<file path="config.mk">
export PLATFORM = sky130hd
export DESIGN_NAME = pcpi_issue_master_flat
export DESIGN_NICKNAME = d
export VERILOG_FILES = /design/src/rtl/pcpi_issue_master_if.sv /design/src/rtl/pcpi_issue_master.sv /design/src/flat_wrapper.sv
export SDC_FILE = /design/constraint.sdc
export NUM_CORES = 1
export LEC_CHECK = 0
export BUFFER_PORTS_ARGS = -buffer_cell sky130_fd_sc_hd__buf_2
export CAP_MARGIN = 20
export CORE_ASPECT_RATIO = 1.4
export CORE_UTILIZATION = 51
export CTS_CLUSTER_DIAMETER = 80
export DETAILED_ROUTE_END_ITERATION = 12
export GPL_TIMING_DRIVEN = 0
export PLACE_DENSITY = 0.95
export SYNTH_ARGS = -nofsm -noshare
export SYNTH_HDL_FRONTEND = slang
export SYNTH_SLANG_ARGS = --single-unit
</file>
<file path="constraint.sdc">
create_clock -name clk -period 3.53 [get_ports clk]
set_input_delay 0.1765 -clock clk [delete_from_list [all_inputs] [get_ports clk]]
set_output_delay 0.1765 -clock clk [all_outputs]
set_load 0.02 [all_outputs]
</file>
<file path="src/rtl/pcpi_issue_master_if.sv">
// Signal bundle between a PCPI issue master, its command source, the coprocessor and the response sink.
// The master modport is the issue master's view; slave is the environment's view.
interface pcpi_issue_master_if #(
    parameter int LAT_W = 16
);
    logic              cmd_valid;
    logic              cmd_ready;
    logic [31:0]       cmd_insn;
    logic [31:0]       cmd_rs1;
    logic [31:0]       cmd_rs2;

    logic              pcpi_valid;
    logic [31:0]       pcpi_insn;
    logic [31:0]       pcpi_rs1;
    logic [31:0]       pcpi_rs2;
    logic              pcpi_wr;
    logic [31:0]       pcpi_rd;
    logic              pcpi_wait;
    logic              pcpi_ready;

    logic              rsp_valid;
    logic              rsp_ready;
    logic [31:0]       rsp_rd;
    logic              rsp_wr;
    logic              rsp_err;
    logic [LAT_W-1:0]  rsp_cycles;

    modport master (
        input  cmd_valid,
        input  cmd_insn,
        input  cmd_rs1,
        input  cmd_rs2,
        output cmd_ready,
        output pcpi_valid,
        output pcpi_insn,
        output pcpi_rs1,
        output pcpi_rs2,
        input  pcpi_wr,
        input  pcpi_rd,
        input  pcpi_wait,
        input  pcpi_ready,
        output rsp_valid,
        output rsp_rd,
        output rsp_wr,
        output rsp_err,
        output rsp_cycles,
        input  rsp_ready
    );

    modport slave (
        output cmd_valid,
        output cmd_insn,
        output cmd_rs1,
        output cmd_rs2,
        input  cmd_ready,
        input  pcpi_valid,
        input  pcpi_insn,
        input  pcpi_rs1,
        input  pcpi_rs2,
        output pcpi_wr,
        output pcpi_rd,
        output pcpi_wait,
        output pcpi_ready,
        input  rsp_valid,
        input  rsp_rd,
        input  rsp_wr,
        input  rsp_err,
        input  rsp_cycles,
        output rsp_ready
    );
endinterface

</file>
<file path="src/rtl/pcpi_issue_master.sv">
// PCPI initiator: takes one instruction on the command port, issues it to a coprocessor,
// and reports result, write flag, timeout error and latency on the response port.
module pcpi_issue_master #(
    parameter int TIMEOUT = 16,
    parameter int LAT_W   = 16
) (
    input  logic                clk,
    input  logic                resetn,
    pcpi_issue_master_if.master bus
);
    localparam int                  TCNT_W    = $clog2(TIMEOUT);
    localparam logic [TCNT_W-1:0]   TCNT_LAST = TCNT_W'(TIMEOUT - 1);
    localparam logic [LAT_W-1:0]    LAT_MAX   = {LAT_W{1'b1}};

    typedef enum logic [1:0] {
        S_IDLE  = 2'd0,
        S_ISSUE = 2'd1,
        S_RESP  = 2'd2
    } state_t;

    state_t              state_reg;
    state_t              state_next;

    logic [TCNT_W-1:0]   tcnt_reg;
    logic [TCNT_W-1:0]   tcnt_next;
    logic [LAT_W-1:0]    lat_reg;
    logic [LAT_W-1:0]    lat_next;

    logic                pcpi_valid_reg;
    logic                pcpi_valid_next;
    logic [31:0]         insn_reg;
    logic [31:0]         insn_next;
    logic [31:0]         rs1_reg;
    logic [31:0]         rs1_next;
    logic [31:0]         rs2_reg;
    logic [31:0]         rs2_next;

    logic                rsp_valid_reg;
    logic                rsp_valid_next;
    logic [31:0]         rsp_rd_reg;
    logic [31:0]         rsp_rd_next;
    logic                rsp_wr_reg;
    logic                rsp_wr_next;
    logic                rsp_err_reg;
    logic                rsp_err_next;
    logic [LAT_W-1:0]    rsp_cycles_reg;
    logic [LAT_W-1:0]    rsp_cycles_next;

    logic                cmd_fire;
    logic                rsp_fire;
    logic                issue_done;
    logic                issue_timeout;

    assign cmd_fire      = (state_reg == S_IDLE) && bus.cmd_valid;
    assign rsp_fire      = (state_reg == S_RESP) && bus.rsp_ready;
    assign issue_done    = (state_reg == S_ISSUE) && bus.pcpi_ready;
    // Ready takes priority, and wait restarts the count, so timeout only fires on an idle coprocessor.
    assign issue_timeout = (state_reg == S_ISSUE) && !bus.pcpi_ready && !bus.pcpi_wait
                           && (tcnt_reg == TCNT_LAST);

    // State register
    always_ff @(posedge clk or negedge resetn) begin
        if (!resetn) begin
            state_reg <= S_IDLE;
        end else begin
            state_reg <= state_next;
        end
    end

    // Next-state logic
    always_comb begin
        state_next = state_reg;
        case (state_reg)
            S_IDLE: begin
                if (cmd_fire) begin
                    state_next = S_ISSUE;
                end
            end
            S_ISSUE: begin
                if (issue_done || issue_timeout) begin
                    state_next = S_RESP;
                end
            end
            S_RESP: begin
                if (rsp_fire) begin
                    state_next = S_IDLE;
                end
            end
            default: begin
                state_next = S_IDLE;
            end
        endcase
    end

    // Output logic: next values of every registered output and the counters
    always_comb begin
        tcnt_next       = tcnt_reg;
        lat_next        = lat_reg;
        pcpi_valid_next = pcpi_valid_reg;
        insn_next       = insn_reg;
        rs1_next        = rs1_reg;
        rs2_next        = rs2_reg;
        rsp_valid_next  = rsp_valid_reg;
        rsp_rd_next     = rsp_rd_reg;
        rsp_wr_next     = rsp_wr_reg;
        rsp_err_next    = rsp_err_reg;
        rsp_cycles_next = rsp_cycles_reg;

        case (state_reg)
            S_IDLE: begin
                if (cmd_fire) begin
                    insn_next       = bus.cmd_insn;
                    rs1_next        = bus.cmd_rs1;
                    rs2_next        = bus.cmd_rs2;
                    pcpi_valid_next = 1'b1;
                    tcnt_next       = '0;
                    lat_next        = LAT_W'(1);
                end
            end
            S_ISSUE: begin
                if (lat_reg != LAT_MAX) begin
                    lat_next = lat_reg + LAT_W'(1);
                end
                if (issue_done) begin
                    pcpi_valid_next = 1'b0;
                    rsp_valid_next  = 1'b1;
                    rsp_rd_next     = bus.pcpi_rd;
                    rsp_wr_next     = bus.pcpi_wr;
                    rsp_err_next    = 1'b0;
                    rsp_cycles_next = lat_reg;
                end else if (bus.pcpi_wait) begin
                    tcnt_next = '0;
                end else if (issue_timeout) begin
                    pcpi_valid_next = 1'b0;
                    rsp_valid_next  = 1'b1;
                    rsp_rd_next     = '0;
                    rsp_wr_next     = 1'b0;
                    rsp_err_next    = 1'b1;
                    rsp_cycles_next = lat_reg;
                end else begin
                    tcnt_next = tcnt_reg + TCNT_W'(1);
                end
            end
            S_RESP: begin
                if (rsp_fire) begin
                    rsp_valid_next = 1'b0;
                end
            end
            default: begin
                pcpi_valid_next = 1'b0;
                rsp_valid_next  = 1'b0;
            end
        endcase
    end

    // Datapath and output registers
    always_ff @(posedge clk or negedge resetn) begin
        if (!resetn) begin
            tcnt_reg       <= '0;
            lat_reg        <= '0;
            pcpi_valid_reg <= 1'b0;
            insn_reg       <= '0;
            rs1_reg        <= '0;
            rs2_reg        <= '0;
            rsp_valid_reg  <= 1'b0;
            rsp_rd_reg     <= '0;
            rsp_wr_reg     <= 1'b0;
            rsp_err_reg    <= 1'b0;
            rsp_cycles_reg <= '0;
        end else begin
            tcnt_reg       <= tcnt_next;
            lat_reg        <= lat_next;
            pcpi_valid_reg <= pcpi_valid_next;
            insn_reg       <= insn_next;
            rs1_reg        <= rs1_next;
            rs2_reg        <= rs2_next;
            rsp_valid_reg  <= rsp_valid_next;
            rsp_rd_reg     <= rsp_rd_next;
            rsp_wr_reg     <= rsp_wr_next;
            rsp_err_reg    <= rsp_err_next;
            rsp_cycles_reg <= rsp_cycles_next;
        end
    end

    assign bus.cmd_ready  = (state_reg == S_IDLE);
    assign bus.pcpi_valid = pcpi_valid_reg;
    assign bus.pcpi_insn  = insn_reg;
    assign bus.pcpi_rs1   = rs1_reg;
    assign bus.pcpi_rs2   = rs2_reg;
    assign bus.rsp_valid  = rsp_valid_reg;
    assign bus.rsp_rd     = rsp_rd_reg;
    assign bus.rsp_wr     = rsp_wr_reg;
    assign bus.rsp_err    = rsp_err_reg;
    assign bus.rsp_cycles = rsp_cycles_reg;

endmodule
</file>
<file path="src/flat_wrapper.sv">
// flat-port wrapper written by rule: the top's interface ports become plain ports
module pcpi_issue_master_flat 
#(
    parameter int TIMEOUT = 16,
    parameter int LAT_W   = 16
)
  (clk, resetn, bus_cmd_valid, bus_cmd_insn, bus_cmd_rs1, bus_cmd_rs2, bus_cmd_ready, bus_pcpi_valid, bus_pcpi_insn, bus_pcpi_rs1, bus_pcpi_rs2, bus_pcpi_wr, bus_pcpi_rd, bus_pcpi_wait, bus_pcpi_ready, bus_rsp_valid, bus_rsp_rd, bus_rsp_wr, bus_rsp_err, bus_rsp_cycles, bus_rsp_ready);
  pcpi_issue_master_if #(.LAT_W(LAT_W)) bus_i ();
  input  logic clk;
  input  logic resetn;
  input wire logic [$bits(bus_i.cmd_valid)-1:0] bus_cmd_valid;
  input wire logic [$bits(bus_i.cmd_insn)-1:0] bus_cmd_insn;
  input wire logic [$bits(bus_i.cmd_rs1)-1:0] bus_cmd_rs1;
  input wire logic [$bits(bus_i.cmd_rs2)-1:0] bus_cmd_rs2;
  output wire logic [$bits(bus_i.cmd_ready)-1:0] bus_cmd_ready;
  output wire logic [$bits(bus_i.pcpi_valid)-1:0] bus_pcpi_valid;
  output wire logic [$bits(bus_i.pcpi_insn)-1:0] bus_pcpi_insn;
  output wire logic [$bits(bus_i.pcpi_rs1)-1:0] bus_pcpi_rs1;
  output wire logic [$bits(bus_i.pcpi_rs2)-1:0] bus_pcpi_rs2;
  input wire logic [$bits(bus_i.pcpi_wr)-1:0] bus_pcpi_wr;
  input wire logic [$bits(bus_i.pcpi_rd)-1:0] bus_pcpi_rd;
  input wire logic [$bits(bus_i.pcpi_wait)-1:0] bus_pcpi_wait;
  input wire logic [$bits(bus_i.pcpi_ready)-1:0] bus_pcpi_ready;
  output wire logic [$bits(bus_i.rsp_valid)-1:0] bus_rsp_valid;
  output wire logic [$bits(bus_i.rsp_rd)-1:0] bus_rsp_rd;
  output wire logic [$bits(bus_i.rsp_wr)-1:0] bus_rsp_wr;
  output wire logic [$bits(bus_i.rsp_err)-1:0] bus_rsp_err;
  output wire logic [$bits(bus_i.rsp_cycles)-1:0] bus_rsp_cycles;
  input wire logic [$bits(bus_i.rsp_ready)-1:0] bus_rsp_ready;
  assign bus_i.cmd_valid = bus_cmd_valid;
  assign bus_i.cmd_insn = bus_cmd_insn;
  assign bus_i.cmd_rs1 = bus_cmd_rs1;
  assign bus_i.cmd_rs2 = bus_cmd_rs2;
  assign bus_cmd_ready = bus_i.cmd_ready;
  assign bus_pcpi_valid = bus_i.pcpi_valid;
  assign bus_pcpi_insn = bus_i.pcpi_insn;
  assign bus_pcpi_rs1 = bus_i.pcpi_rs1;
  assign bus_pcpi_rs2 = bus_i.pcpi_rs2;
  assign bus_i.pcpi_wr = bus_pcpi_wr;
  assign bus_i.pcpi_rd = bus_pcpi_rd;
  assign bus_i.pcpi_wait = bus_pcpi_wait;
  assign bus_i.pcpi_ready = bus_pcpi_ready;
  assign bus_rsp_valid = bus_i.rsp_valid;
  assign bus_rsp_rd = bus_i.rsp_rd;
  assign bus_rsp_wr = bus_i.rsp_wr;
  assign bus_rsp_err = bus_i.rsp_err;
  assign bus_rsp_cycles = bus_i.rsp_cycles;
  assign bus_i.rsp_ready = bus_rsp_ready;
  pcpi_issue_master #(.TIMEOUT(TIMEOUT), .LAT_W(LAT_W)) u_core (.clk(clk), .resetn(resetn), .bus(bus_i));
endmodule
</file>
# After elaboration in Yosys (flattened, before gate mapping)
# Index checks and enable logic that the tools add are counted.
# W data, S select, Z words.
# op_classes
n_addsub,2
eq_ne,13
mux,30
bitwise_logic,2
reduce_logical,19
# op_table
operator,n
$mux W32,3
$mux W16,5
$pmux W16 S2,1
$add A16 B1 Y16 const B,1
$mux W4,4
$ne A16 B16 Y1 const B,1
$reduce_and A4 Y1,3
$mux W1,10
$reduce_and A3 Y1,3
$pmux W4 S2,1
$logic_and A1 B1 Y1,6
$mux W2,3
$ne A2 B1 Y1 const B,3
$ne A2 B2 Y1 const B,3
$pmux W1 S3,2
$pmux W2 S3,1
$add A4 B1 Y4 const B,1
$eq A4 B4 Y1 const B,1
$reduce_bool A2 Y1,2
$ne A3 B1 Y1 const B,1
$ne A3 B2 Y1 const B,1
$ne A3 B3 Y1 const B,1
$eq A2 B1 Y1 const B,1
$eq A2 B2 Y1 const B,1
5 further kinds,7
# totals
regBits,170
inputBits,135
wordCells,78

# Logic depth before layout (Yosys ltp)
# depth
word_depth,8
ltp_mapped,7
ltp_nobuf,6

# Worst setup path after synthesis
# No wires, ideal clock.
# synth_path
path_kind,reg-to-reg
startpoint,reg u_core.tcnt_reg[0]
endpoint,"reg u_core.rsp_cycles_reg[0], in the netlist u_core.bus.rsp_cycles[0]"
arrival_time_ns,1.794
required_time_ns,3.405
setup_slack_ns,1.611
path_stages_with_launch,7
n_path_buf,1
period_less_slack_ns,1.919
cell_sequence,dfrtp_1 -> ha_1 -> and4b_1 -> or2_2 -> nand2_1 -> buf_2 -> mux2_2
# synth_between
elab_chain_len,4
# synth_lines
item,line,text
start: declaration,pcpi_issue_master.sv:24,logic [TCNT_W-1:0] tcnt_reg;
start signal: assignment,pcpi_issue_master.sv:171,tcnt_reg <= tcnt_next;
$eq A4 B4 Y1,pcpi_issue_master.sv:59,&& (tcnt_reg == TCNT_LAST);
$logic_and A1 B1 Y1,pcpi_issue_master.sv:59,
$reduce_bool A2 Y1 (no line),n/a,
$reduce_and A3 Y1 (no line),n/a,
end signal: assignment,pcpi_issue_master.sv:181,rsp_cycles_reg <= rsp_cycles_next;
end: declaration,pcpi_issue_master.sv:46,logic [LAT_W-1:0] rsp_cycles_reg;
# No other way between the ends.
# A chain may end at the register's enable or synchronous reset.

# Final worst setup path
# layout_path
startpoint,reg u_core.state_reg[1]
endpoint,"reg u_core.rs2_reg[18], in the netlist u_core.bus.pcpi_rs2[18]"
# layout_between
elab_chain_len,3
# layout_lines
item,line,text
start: declaration,pcpi_issue_master.sv:21,state_t state_reg;
start signal: assignment,pcpi_issue_master.sv:66,state_reg <= state_next;
$logic_not A2 Y1 *,"pcpi_issue_master.sv:54, pcpi_issue_master.sv:109",
$logic_and A1 B1 Y1,pcpi_issue_master.sv:54,assign cmd_fire = (state_reg == S_IDLE) && bus.cmd_valid;
$reduce_and A2 Y1 (no line) *,n/a,
end signal: assignment,pcpi_issue_master.sv:176,rs2_reg <= rs2_next;
end: declaration,pcpi_issue_master.sv:35,logic [31:0] rs2_reg;
# Mark *: on every way between the ends. The rest lies on a longest branch, timed or not.

==> results.sh <==
export IMPL_status="complete, but fails checks"
export IMPL_violations="design-rule violations"
export IMPL_vias=7123
export IMPL_required_ns=3.87
export IMPL_wire_per_inst_um=19.3
export IMPL_min_delay_start="bus_rsp_ready"
export IMPL_clkTransAtPathRegs_ns=0.07
export IMPL_grt_pass1_wl_um=37400
export IMPL_area_delta_synth_final_pct=53.2
export IMPL_drt_first_pass_iters=10
export IMPL_end_kind="flip-flop"
export IMPL_synth_avg_cell_area_um2=9.94
export IMPL_synth_seq_cells=170
export IMPL_port_buffers=283
export IMPL_gp_congestion=0.807
export IMPL_clockRootBuffer="clkbuf_16"
export IMPL_grt_pass1_vias=7370
export IMPL_initialDrtViolationCount=431
export IMPL_drv_slew=0
export IMPL_crit_start="u_core.state_reg[1]"
export IMPL_fin_area_mm2=0.0102
export IMPL_hold_buffers=130
export IMPL_dieArea_mm2=0.0135
export IMPL_cp_cell_sequence="or3b_2 > clkbuf_1 > clkbuf_1 > clkbuf_1 > nand2_1 > nand2_1"
export IMPL_synth_top_family_by_area="simple AND/OR/NAND/NOR gates"
export IMPL_synth_compound_area_share_pct=8.60
export IMPL_drive_above_1_share_pct=30.9
export IMPL_synth_area_mm2=0.00665
export IMPL_pin_count=284
export IMPL_post_cts_buffers=0
export IMPL_cts_buffers=17
export IMPL_finalSetupViolCount=0
export IMPL_seq_area_mm2=0.00425
export IMPL_finalClockSkew_ns=0.0223
export IMPL_arrival_ns=2.71
export IMPL_routed_wl_um=24500
export IMPL_rows=49
export IMPL_cts_sinks=170
export IMPL_num_nets_final=1239
export IMPL_synthFlopType="dfrtp_1"
export IMPL_hpwl_um=13000
export IMPL_multi_input_area_mm2=0.00222
export IMPL_ir_drop_mv=0.628
export IMPL_cts_htree_levels=4
export IMPL_grt_max_degree=92
export IMPL_drc=12
export IMPL_leakage_uw=0.00552
export IMPL_fp_dieH_um=137
export IMPL_cp_max_fo=10
export IMPL_synthXorXnorAreaFrac_pct=0.132
export IMPL_nFillCells=669
export IMPL_hold_path_class="primary input to flip-flop"
export IMPL_syn_inst=669
export IMPL_period_needed_ns=2.37
export IMPL_cap_viol_max_count=0
export IMPL_die_w_um=98.5
export IMPL_ys_types=41
export IMPL_synth_simple_area_share_pct=21.6
export IMPL_final_hold_viol_count=0
export IMPL_yosys_warnings=0
export IMPL_regToRegSetupSlack_ns=1.16
export IMPL_cts_tree="done"
export IMPL_grt_antenna_before_repair=2
export IMPL_clockBufferDepth=2
export IMPL_fp_coreArea_mm2=0.0128
export IMPL_p_per_area_mw_per_mm2=884
export IMPL_slowest_stage="clkbuf_1"
export IMPL_viasPerCell=5.61
export IMPL_synthMuxAreaShare_pct=2.67
export IMPL_ys_seq_area_share_pct=64.0
export IMPL_gr_usage_all_layers_pct=36.5
export IMPL_clk_latency_ns=0.43
export IMPL_max_stage_delay_ns=0.51
export IMPL_r2r_start="u_core.state_reg[1]"
export IMPL_worst_path_most_repeated_cell="clkbuf_1"
export IMPL_initial_core_util_pct=52.1
export IMPL_ant_nets=0
export IMPL_rsz0062_at_grt="no"
export IMPL_finalNonFillerCells=1269
export IMPL_syn_nets=806
export IMPL_tightestPinTransition_ns=0.615
export IMPL_critPathKind="flip-flop to flip-flop"
export IMPL_max_slew_margin_pct=59.0
export IMPL_cts_resized=0
export IMPL_grt_ovfl_total=0
export IMPL_synthArstFlopShare_pct=100
export IMPL_synth_edff_count=0
export IMPL_yosys_area_share_adder_pct=0.376
export IMPL_placed_cell_area_mm2=0.00830
export IMPL_finalCritPeriodShare_pct=67.1
export IMPL_fmaxAchievable_ghz=0.422
export IMPL_placed_cells=1106
export IMPL_startpoint_type="flip-flop"
## logic make-up after synthesis
kind of cell	after synthesis
simple gates	357
flops	170
compound gates	82
buf+inv	41
mux	16
fa+ha+maj	2
xor+xnor	1
## path summary, 6_finish.rpt
kind	end	cells past startpoint
max in group asynchronous	u_core.bus.pcpi_rs1[3]	3
worst min register to register	u_core.bus.pcpi_rs2[29]	2
worst min-delay path	u_core.state_reg[1]	4
worst max-delay path	u_core.bus.pcpi_rs2[18]	6
min in group asynchronous	u_core.bus.pcpi_rs1[13]	2
worst max register to register	u_core.bus.pcpi_rs2[18]	6
## critical path, delay by kind of cell, from the launching register on
kind	cells	cell delay, ns
and+or+nand+nor	3	0.40
buffers and inverters	3	1.39
DFF	1	0.49
## cell usage in the layout, fill, tap and decap left out, drive strengths merged, types with 3 or more instances in the layout
cell / instances
clkbuf: 39
nor2b: 3
buf: 300
inv: 13
dlygate4sd3: 130
a22o: 33
nor3: 3
mux2: 14
a31oi: 3
dfrtp: 170
nor2: 13
nand3: 8
a21oi: 9
nand2: 309
o21ai: 29
nand4: 7
## where the power goes
part	total (uW)	switching, uW	internal [uW]
Sequential	3280	552	2720
Clock	1900	875	1030
Combinational	3840	2570	1270
## synth_stat cells, types with 2 or more instances
cell type | count | area (um^2)
o21ai_1 | 2 | 10.0
inv_1 | 4 | 15.0
o31ai_1 | 2 | 15.0
dfrtp_1 | 170 | 4250
a22o_1 | 33 | 289
nand2_1 | 309 | 1160
nor4_1 | 2 | 12.5
mux2i_1 | 2 | 20.0
buf_1 | 8 | 30.0
a21oi_1 | 7 | 35.0
a31oi_1 | 3 | 18.8
clkbuf_1 | 21 | 78.8
nand3_1 | 8 | 40.0
o21ai_0 | 27 | 135
ha_1 | 2 | 25.0
nor2b_1 | 3 | 18.8
nor3_1 | 3 | 15.0
a21o_1 | 2 | 15.0
o21bai_1 | 2 | 15.0
buf_6 | 2 | 22.5
buf_2 | 5 | 25.0
mux2_2 | 14 | 158
and2_1 | 2 | 12.5
nand4_1 | 6 | 37.5
or2_2 | 2 | 12.5
nor2_1 | 13 | 48.8
## layer usage
layer	track usage, %	wire length [um]	part of all wire [%]
met3	9.24	1900	7.8
met1	37.9	8080	33
met4	24.2	1560	6.4
met5	0	8	0.033
met2	65.3	12900	53
## per-stage QoR
| step | setup TNS, ns | hold WS [ns] | setup slack, ns | power (uW) | util (%) |
|---|---|---|---|---|---|
| CTS | 0 | 0.00783 | 1.24 | 8670 | 79.9 |
| global route | 0 | 0.0300 | 0.993 | 9410 | 79.9 |
| finish | 0 | 0.0385 | 1.16 | 9010 | 79.9 |
| global placement | -33.04 | 0.365 | -0.206 | 6510 | 64.8 |
| floorplan | 0 | -0.119 | 1.61 | 5330 | - |
| detailed placement | 0 | 0.192 | 1.25 | 6680 | 65.1 |
## layout make-up
class,count,area share (%)
sequential,170,41.7
timing repair buffer,414,27.0
multi-input combinational,458,21.8
clock buffer,18,4.31
tap,153,1.88
buffer,37,1.61
clock inverter,14,1.49
inverter,4,0.147
antenna,1,0.0246
No activity file was read; power rests on OpenSTA's default activity.
